===== src/rtl/serial_subtractor.sv =====
// Bit-serial two's-complement subtractor: DIFF = A - B, one bit per clock, LSB first.
// A single borrow flop ripples between bit slices; START/BUSY/DONE handshake.
module serial_subtractor #(
  parameter int unsigned WIDTH = 8
) (
  input  logic             clk,
  input  logic             rst_n,
  input  logic             start_i,
  input  logic [WIDTH-1:0] a_i,
  input  logic [WIDTH-1:0] b_i,
  output logic             busy_o,
  output logic             done_o,
  output logic [WIDTH-1:0] diff_o,
  output logic             borrow_out_o,
  output logic             overflow_o
);

  localparam int unsigned CW = $clog2(WIDTH + 1);

  typedef enum logic [1:0] {IDLE, SHIFT, FINISH} state_e;

  state_e           state_q;
  logic [WIDTH-1:0] a_q;
  logic [WIDTH-1:0] b_q;
  logic [WIDTH-1:0] diff_q;
  logic [CW-1:0]    cnt_q;
  logic             br_q;
  logic             busy_q;
  logic             done_q;
  logic             borrow_q;
  logic             ovf_q;

  logic             diff_bit_d;
  logic             br_d;
  logic             last_c;

  // One full-subtractor slice on the current LSBs of the operand shifters.
  always_comb begin
    diff_bit_d = a_q[0] ^ b_q[0] ^ br_q;
    br_d       = (~a_q[0] & b_q[0]) | (~(a_q[0] ^ b_q[0]) & br_q);
    last_c     = (cnt_q == CW'(WIDTH - 1));
  end

  always_ff @(posedge clk or negedge rst_n) begin
    if (!rst_n) begin
      state_q  <= IDLE;
      a_q      <= '0;
      b_q      <= '0;
      diff_q   <= '0;
      cnt_q    <= '0;
      br_q     <= 1'b0;
      busy_q   <= 1'b0;
      done_q   <= 1'b0;
      borrow_q <= 1'b0;
      ovf_q    <= 1'b0;
    end else begin
      case (state_q)
        IDLE: begin
          if (start_i) begin
            a_q     <= a_i;
            b_q     <= b_i;
            br_q    <= 1'b0;
            cnt_q   <= '0;
            busy_q  <= 1'b1;
            state_q <= SHIFT;
          end
        end
        SHIFT: begin
          a_q    <= a_q >> 1;
          b_q    <= b_q >> 1;
          br_q   <= br_d;
          diff_q <= {diff_bit_d, diff_q[WIDTH-1:1]};
          cnt_q  <= cnt_q + CW'(1);
          if (last_c) begin
            // On the last slice the shifter LSBs hold the operand sign bits.
            busy_q   <= 1'b0;
            done_q   <= 1'b1;
            borrow_q <= br_d;
            ovf_q    <= (a_q[0] != b_q[0]) && (diff_bit_d != a_q[0]);
            state_q  <= FINISH;
          end
        end
        FINISH: begin
          done_q  <= 1'b0;
          state_q <= IDLE;
        end
        default: state_q <= IDLE;
      endcase
    end
  end

  assign busy_o       = busy_q;
  assign done_o       = done_q;
  assign diff_o       = diff_q;
  assign borrow_out_o = borrow_q;
  assign overflow_o   = ovf_q;

endmodule


===== config.mk =====
export PLATFORM = sky130hd
export DESIGN_NAME = serial_subtractor
export DESIGN_NICKNAME = d
export VERILOG_FILES = /design/src/rtl/serial_subtractor.sv
export SDC_FILE = /design/constraint.sdc
export NUM_CORES = 1
export LEC_CHECK = 0
export ABC_AREA = 1
export BUFFER_PORTS_ARGS = -buffer_cell sky130_fd_sc_hd__buf_2
export CAP_MARGIN = 20
export CORE_MARGIN = 3
export CORE_UTILIZATION = 46
export CTS_CLUSTER_DIAMETER = 200
export CTS_CLUSTER_SIZE = 30
export DETAILED_ROUTE_END_ITERATION = 6
export GPL_TIMING_DRIVEN = 0
export HOLD_SLACK_MARGIN = 0.1
export PLACE_DENSITY = 0.79
export SYNTH_ARGS = -nofsm -noshare
export SYNTH_HDL_FRONTEND = slang
export SYNTH_SLANG_ARGS = --single-unit

===== constraint.sdc =====
create_clock -name clk -period 4.35 [get_ports clk]
set_clock_uncertainty 0.2 [all_clocks]
set_input_delay 0.2175 -clock clk [delete_from_list [all_inputs] [get_ports clk]]
set_output_delay 0.2175 -clock clk [all_outputs]
set_load 0.05 [all_outputs]

* Word level (Yosys, flattened, before mapping)
Cells that the tools add are included.
W data, S select, Z words.
** Word-level totals
- Bits in registers :: 35
- Bits of input ports :: 19
- Logic and storage cells :: 50
** Cells by class
- Reductions and logical operators :: 9
- $add $sub $neg :: 1
- Multiplexer cells :: 16
- Eq/ne operators :: 7
- Bitwise operators :: 7
** Operators by type and width (count)
- $pmux W8 S2 :: 2
- $mux W8 :: 2
- $pmux W4 S2 :: 1
- $reduce_and A2 Y1 :: 4
- $pmux W1 S2 :: 3
- $add A4 B1 Y4 const B :: 1
- $eq A4 B3 Y1 const B :: 1
- $mux W1 :: 4
- $mux W2 :: 2
- $mux W4 :: 1
- $ne A2 B2 Y1 const B :: 2
- $pmux W2 S2 :: 1
- $reduce_bool A2 Y1 :: 2
- $reduce_and A3 Y1 :: 1
- $and A1 B1 Y1 :: 2
- $eq A2 B1 Y1 const B :: 1
- $eq A2 B2 Y1 const B :: 1
- $logic_not A2 Y1 :: 1
- $ne A1 B1 Y1 :: 2
- $not A1 Y1 :: 2
- $xor A1 B1 Y1 :: 2
- $logic_and A1 B1 Y1 :: 1
- $or A1 B1 Y1 :: 1

* Depth between registers and ports, before layout
Gate-level depths: netlist of the first run.
- Depth after elaboration :: 5
- Gate-level depth with buffers :: 8

* Worst setup path before layout of the first run
Ideal clock, no wire load.
- Path type :: flip-flop to flip-flop
- From :: register a_q[0]
- To :: register ovf_q, in the netlist overflow_o
- Cell stages (with the launch flop) :: 8
- Arrival time :: 1222 ps
- Data required time :: 4032 ps
- Slack :: 2811 ps
- Setup time :: 118 ps
- Path buffers :: 0
- Cell sequence :: dfrtp_1 -> inv_1 -> fa_1 -> inv_1 -> nor2_1 -> nor2_1 -> nand2_1 -> nand2_1
** Between the ends
- Longest elaborated chain between the ends :: 4
- Elaborated cells on any way between the ends :: 5
** Ends and longest elaborated chain
- start, declared :: line 23 : logic [WIDTH-1:0] a_q;
- start signal, assigned :: line 60 : a_q <= a_i;
- start signal, assigned :: line 69 : a_q <= a_q >> 1;
- $xor A1 B1 Y1 (2 in a row) :: line 39 : diff_bit_d = a_q[0] ^ b_q[0] ^ br_q;
- $ne A1 B1 Y1 :: line 79 : ovf_q <= (a_q[0] != b_q[0]) && (diff_bit_d != a_q[0]);
- $logic_and A1 B1 Y1 (*) :: line 79
- end signal, assigned :: line 79
- end, declared :: line 31 : logic ovf_q;
Every way passes the cells marked *; elsewhere a longest branch is shown, timed or not.
A chain may end at the register's enable or synchronous reset.

* Final worst setup path of the first run
Same ends and word-level chain as after synthesis.

==> impl_results.md, run 1 <==
* Status: complete, no violations
* Crit Path Max Fanout at 4
* Placed insts at 288
* First-pass GRT wire length at 6.45 mm
* Detailed-route via count at 1519
* Worst-path clk slew at 70 ps
* Hold crit path type: reg -> reg
* Syn Nets at about 230
* WL/cell at around 12 um
* Max-cap violations at 0
* Highest metal used: met4
* Sequential-to-total area share from yosys stat at 51.5%
* Core ar. at 3440 um2
* Total CTS buffers at 5
* Max H-tree Level at 2
* Max incr delay on CP at 600 ps
* Layout Nets at 289
* RSZ-0062 raised after global routing: no
* Vert. Die Dim at 66.8 um
* Fraction of layout cells with a size suffix above 1 at 20.5%
* Fin crit period at 1750 ps
* 1st-iter DRT viols at 98
* Warnings from Yosys at 0
* FMAX at 571 MHz
* Maximum vdd ir drop at 514 uV
* DIE WIDTH at 66.8 um
* Syn Std Cell Area at around 1700 um2
* Total track usage at approximately a fifth
* CP top delay family: adder cells
* Largest net degree at the start of global routing at 36
* TritonCTS clock tree: yes
* Post-Route WL at 3.78 mm
* Period utilisation layout at just over 40%
* Worst setup path category: reg -> reg
* Element type at the critical path end: flip-flop
* Worst path required time at 4380 ps
* Final Power at between 1.5 and 2 mW
* CTS resizes at 0
* Met1 wire length at 1.76 mm
* Final HPWL DP at around 2.4 mm
* Worst hold margin at between 200 and 300 ps
* Final hold vios at 0
* Worst-path cell chain: inv_1 -> fa_1 -> inv_1 -> nand2_1 -> nand2_1 -> nor2_1 -> nand2_1 -> nand2_1
* Type of origin of the critical path: flip-flop
* Pre-CTS WS at ~2600 ps
* Gpl congestion at 0.830
* Setup_tns at 0 ps
* Pwr/cell area at 755 nW/um2
* WL met2 at around 1.8 mm
* Cell count after synthesis at about 210
* #FFs+latches synth at 35
* Non-filler instance count after layout at between 300 and 400
* Slowest CP cell: fa_1
* Clock Tree Root: clkbuf_8
* Via-to-Cell Ratio at 4.84
* Post-Syn Area per Cell at approximately 8.0 um2
* Cell variety after synth at 20
* Setup bufs post-CTS at 0
* DR WL met3 at ~140 um
* Lkg Pwr at 1.21 nW
* Slew @ Worst Pin at 753 ps
* Number of I/O port buffers at 30
* P&R area growth vs syn at 28.7%
* DRC viols at 0
* Ports at 31
* Buf/Inv on CP at 2
* Initial DRT Pass Iterations at 4
* Clock buffer depth at 2
* Initial Utilization at around half
* DIE AREA at 4460 um2
* Slew Viols, Final at 0
* N_diodes at 0
* Synth area leaders: dfrtp_1 (52%), nand2_1 (20%), nand3_1 (11%)
* Initial antenna violation count at 0
* Grt total ovfl at 0
* Slack of the critical path at 2600 ps
* Clock sink total at 35
* # rows at 21
* Setup violations, final at 0
* CP arrival at 1790 ps
* Synth top area share at 51.5%
* Area leader, netlist: dfrtp_1
* Vias in the first global route at roughly 1.4k
* Worst skew pair latency at 290 ps
* Rel. slew slack at ~50%
* Post-route antenna net violation count at 0
* CP dominant cell by count: nand2_1
-- worst reg2reg max path, delay by kind of cell (launching register included) --
family / cells / cell delay [ps]
flops: 1 / 430
buf+inv: 2 / 180
simple gates: 5 / 290
fa+ha+maj: 1 / 600
-- cells in the mapped netlist --
cell type / number
nand2_2: 1
dfrtp_1: 35
buf_8: 1
o21ai_1: 6
buf_2: 6
o21ai_0: 3
or2_2: 1
buf_4: 2
nand3_1: 38
nor2_1: 5
nand2_4: 1
buf_6: 3
inv_2: 2
ha_1: 2
inv_1: 10
nor2_2: 1
nand4_1: 1
fa_1: 1
nand2_1: 92
a21oi_1: 1
-- stage by stage --
step | instance area [um2] | utilization, %
global placement | 1910 | 55.4
floorplan | 1700 | -
finish | 2190 | 63.6
global route | 2190 | 63.6
CTS | 2190 | 63.6
detailed placement | 1910 | 55.4
-- where the power goes --
part / internal [mW] / total, mW / switching [mW]
registers: 0.467 / 0.555 / 0.0883
logic: 0.284 / 0.840 / 0.556
clock network: 0.144 / 0.256 / 0.112
total: 0.895 / 1.65 / 0.756
-- area by class of cell --
type                       count  area, um2
buffer                        12       93.8
clock buffer                   8        100
fill                         294       1250
inverter                      12       45.0
multi-input combinational    153        686
sequential                    35        876
tap                           46       57.6
timing repair buffer          48        330
-- cell families (layout without fill, tap and decap cells) --
group           count (synthesis)  in the layout  share of synthesized area (%)
fa+ha+maj                       3              3                           2.65
compound gates                 10             10                           2.94
flops                          35             35                           51.5
simple gates                  140            140                           34.7
buf+inv                        24             80                           8.17
-- timing repair --
| action | 4_1_cts | 5_1_grt |
|---|---|---|
| hold buffers | 18 | 0 |
| endpoints found under the setup margin | 0 | 0 |
| hold endpoints to repair | 52 | 0 |
-- placed cells by master, fill, tap and decap left out, drive strengths merged --
cell and count:
nor2 6, or2 1, o21ai 9, a21oi 1
nand4 1, ha 2, nand2 94, dfrtp 35
buf 42, dlygate4sd3 18, nand3 38, clkbuf 8
inv 12, fa 1
-- metal layers --
metal | vias to the layer above | track usage (%)
met5 | - | 0
met4 | 0 | 8.38
met3 | 7 | 4.05
met2 | 32 | 31.7
met1 | 701 | 24.9
li1 | 779 | -
-- registers in the layout, summed over array words and instances (netlist names) --
| signal | flops |
|---|---|
| done_o | 1 |
| diff_o | 8 |
| overflow_o | 1 |
| state_q | 2 |
| busy_o | 1 |
| borrow_out_o | 1 |
| br_q | 1 |
| cnt_q | 4 |
| b_q | 8 |
| a_q | 8 |
-- worst paths after layout --
path / start / to / slack [ps] / cells after the start
max: a_q[0] / overflow_o / 2600 / 8
min: borrow_out_o / borrow_out_o / 290 / 2
max reg2reg: a_q[0] / overflow_o / 2600 / 8
min reg2reg: borrow_out_o / borrow_out_o / 290 / 2
max in group asynchronous: rst_n / diff_o[2] / 3120 / 2
min in group asynchronous: rst_n / br_q / 350 / 2
(Power assumes the default switching activity.)
==> run 2, diff against run 1 <==
ABC_AREA = 0   (was 1)
PLACE_DENSITY = 0.82   (was 0.79)
clock period = 1.5 ns   (was 4.35 ns; I/O delays follow)
==> impl_results.md, run 2 <==
* Layout Nets at 235 (-19%)
* Total CTS buffers at 5 (unchanged)
* Fillers at 249 (-15%)
* Cell count after synthesis at 149 (-30%)
* Initial Utilization at 50.4% (+0.99 points)
* Ports at 31 (unchanged)
* DRC viols at 0 (unchanged)
* Ys flop type: dfrtp_1
* Post-synth top cells: nand2_1 (42), dfrtp_1 (35), mux2i_1 (15), o21ai_1 (11), o21ai_0 (8)
* Fin crit period at 1750 ps (-1.47 ps)
* Status: finished with violations
* Via-to-Cell Ratio at 4.97 (+2.7%)
* Slew Viols, Final at 0 (unchanged)
* Fraction of layout cells with a size suffix above 1 at 30.8% (+10 points)
* CP top delay family: adder cells
* Placed insts at 223 (-23%)
* Internal Power at 2.93 mW (+230%)
* Max-cap violations at 0 (unchanged)
* Detailed-route via count at 1282 (-16%)
* Element type at the critical path end: flip-flop
* FMAX at 571 MHz (about the same)
* Clock sink total at 35 (unchanged)
* N_diodes at 0 (unchanged)
* Worst path required time at 1520 ps (-2860 ps)
* CP arrival at 1770 ps (-20 ps)
* Vert. Die Dim at 65.0 um (-2.7%)
* Gpl congestion at 0.747 (-10%)
* Type of origin of the critical path: flip-flop
* Syn Nets at 171 (-27%)
* RSZ-0062 raised after global routing: yes
* Setup_tns at -369 ps (-369 ps)
* Asr flop ratio synth at 100% (unchanged)
* Synth area leaders: dfrtp_1 (55%), nand2_1 (9.8%), mux2i_1 (9.4%)
* Vias in the first global route at 1313 (-8.8%)
* Net Switching at 2.18 mW (+190%)
* WL/cell at 13.5 um (+12%)
* Final HPWL DP at 2.16 mm (-11%)
* Rel. slew slack at 49.3% (-0.48 points)
* Initial DRT Pass Iterations at 4 (unchanged)
* Worst-path clk slew at 100 ps (+30 ps)
* Buf/Inv on CP at 0 (-2)
* Clock Tree Root: clkbuf_4
* Seq pwr share at 32.9% (-0.7 points)
* TritonCTS clock tree: yes
* Hold crit path type: in -> async
* Worst setup path category: reg -> reg
* DIE WIDTH at 65.0 um (-2.7%)
* Non-filler instance count after layout at 258 (-18%)
* Most frequent cells in the layout: nand2_1 (41), dfrtp_1 (34), buf_2 (31), dlygate4sd3_1 (18)
* Warnings from Yosys at 0 (unchanged)
* Slack of the critical path at -251 ps (-2850 ps)
* Worst skew pair latency at 330 ps (+40 ps)
* Clock buffer depth at 2 (unchanged)
* # rows at 20 (-4.8%)
* Leading cell type in the layout, fill and taps excluded: nand2_1
* Failing checks: negative setup slack
* Pwr/cell area at 2350 nW/um2 (+210%)
* Area leader, netlist: dfrtp_1
* P&R area growth vs syn at 35.9%
* Worst-path cell chain: fa_1 -> xor2_1 -> nor2_1 -> mux2_2
* Max incr delay on CP at 590 ps (about the same)
* Syn Std Cell Area at 1600 um2 (-5.8%)
* Core ar. at 3180 um2 (-7.7%)
* First-pass GRT wire length at 5.88 mm (-8.9%)
* Slew @ Worst Pin at 761 ps (+7.24 ps)
* 1st-iter DRT viols at 53 (-46%)
* Number of I/O port buffers at 30 (unchanged)
* Cell variety after synth at 28 (+40%)
* Max H-tree Level at 2 (unchanged)
* Slowest CP cell: fa_1
* EDFF count, synth at 0 (unchanged)
* Crit Path Max Fanout at 2 (-2)
* Initial antenna violation count at 0 (unchanged)
* Most instantiated library cell after synthesis: nand2_1
* Setup violations, final at 4 (+4)
* Clk pwr share at 11.1% (-4.4 points)
* #FFs+latches synth at 35 (unchanged)
* DIE AREA at 4230 um2 (-5.3%)
* Post-route antenna net violation count at 0 (unchanged)
* Post-Syn Area per Cell at 10.7 um2 (+34%)
* Total track usage at 18.2% (-1.3 points)
* Synth top area share at 54.7% (+3.2 points)
* Maximum vdd ir drop at 1530 uV (+200%)
* Post-Route WL at 3.48 mm (-8.0%)
* Final hold vios at 0 (unchanged)
* Period utilisation layout at 117% (+76 points)
* Largest net degree at the start of global routing at 36 (unchanged)
* Sequential-to-total area share from yosys stat at 54.7% (+3.2 points)
* Grt total ovfl at 0 (unchanged)
* Switching Share at 42.7% (-3.1 points)
* Combinational fraction of design power at 56.0% (+5.1 points)
* Lkg Pwr at 1.10 nW (-8.8%)
## run 2: power by group through the flow
stage	Sequential (mW)	Combinational (mW)	Clock [mW]
floorplan	2.15	1.44	0
global placement	1.65	2.35	0
detailed placement	1.69	2.45	0
CTS	1.67	2.61	0.592
global route	1.74	3.11	0.641
finish	1.68	2.86	0.568
## run 2: path summary, 6_finish.rpt
path | from | to | slack, ps | depth (start not counted)
worst max register to register | br_q | overflow_o | -250 | 4
min in group clk | diff_o[0] | diff_o[0] | 290 | 2
worst max-delay path | br_q | overflow_o | -250 | 4
worst min-delay path | rst_n | b_q[2] | 140 | 2
max in group asynchronous | rst_n | state_q[1] | 420 | 2
worst min register to register | diff_o[0] | diff_o[0] | 290 | 2
## run 2: kinds of logic after synthesis
group | synth area share, %
adders and majority gates | 2.81
AOI/OAI and AO/OA | 10.0
and+or+nand+nor | 15.8
muxes | 10.8
buffers and inverters | 5.39
DFF | 54.7
xor gates and xnor gates | 0.547
## run 2: timing repair
action                                  in CTS  in global routing
resized for setup                            6                  7
hold buffers                                18                  0
pin swaps                                    0                  1
gates cloned                                 0                  1
setup buffers                                4                  4
hold endpoints to repair                    55                  0
endpoints found under the setup margin      14                 15
## run 2: layout make-up
type                    count  area [um2]  area share (%)
plain buffers               8        85.1            3.91
clock buffers               8        68.8            3.16
inverters                   2        7.51           0.345
multi-input cells         104         663            30.5
flip-flops and latches     35         877            40.3
well taps                  44        55.1            2.53
repair buffers             57         419            19.3
## run 2: per-layer routing
metal / vias to the layer above / routed length, um / track usage, %
met4: 0 / 66 / 7.12
met2: 44 / 1720 / 31.3
met1: 606 / 1520 / 22.1
met5: - / 0 / 0
li1: 624 / - / -
met3: 8 / 168 / 3.81
## run 2: stage by stage
stage / power, mW / utilization, % / hold slack, ps / setup slack, ps / instance area (um2)
after CTS: 4.88 / 66.3 / 164 / -257 / 2110
after global routing: 5.49 / 68.5 / 199 / -291 / 2180
after floorplan: 3.59 / - / -421 / -178 / 1600
after detailed placement: 4.14 / 56.9 / -13.2 / -252 / 1810
after global placement: 4.00 / 56.9 / -26.8 / -217 / 1810
final: 5.11 / 68.5 / 139 / -251 / 2180
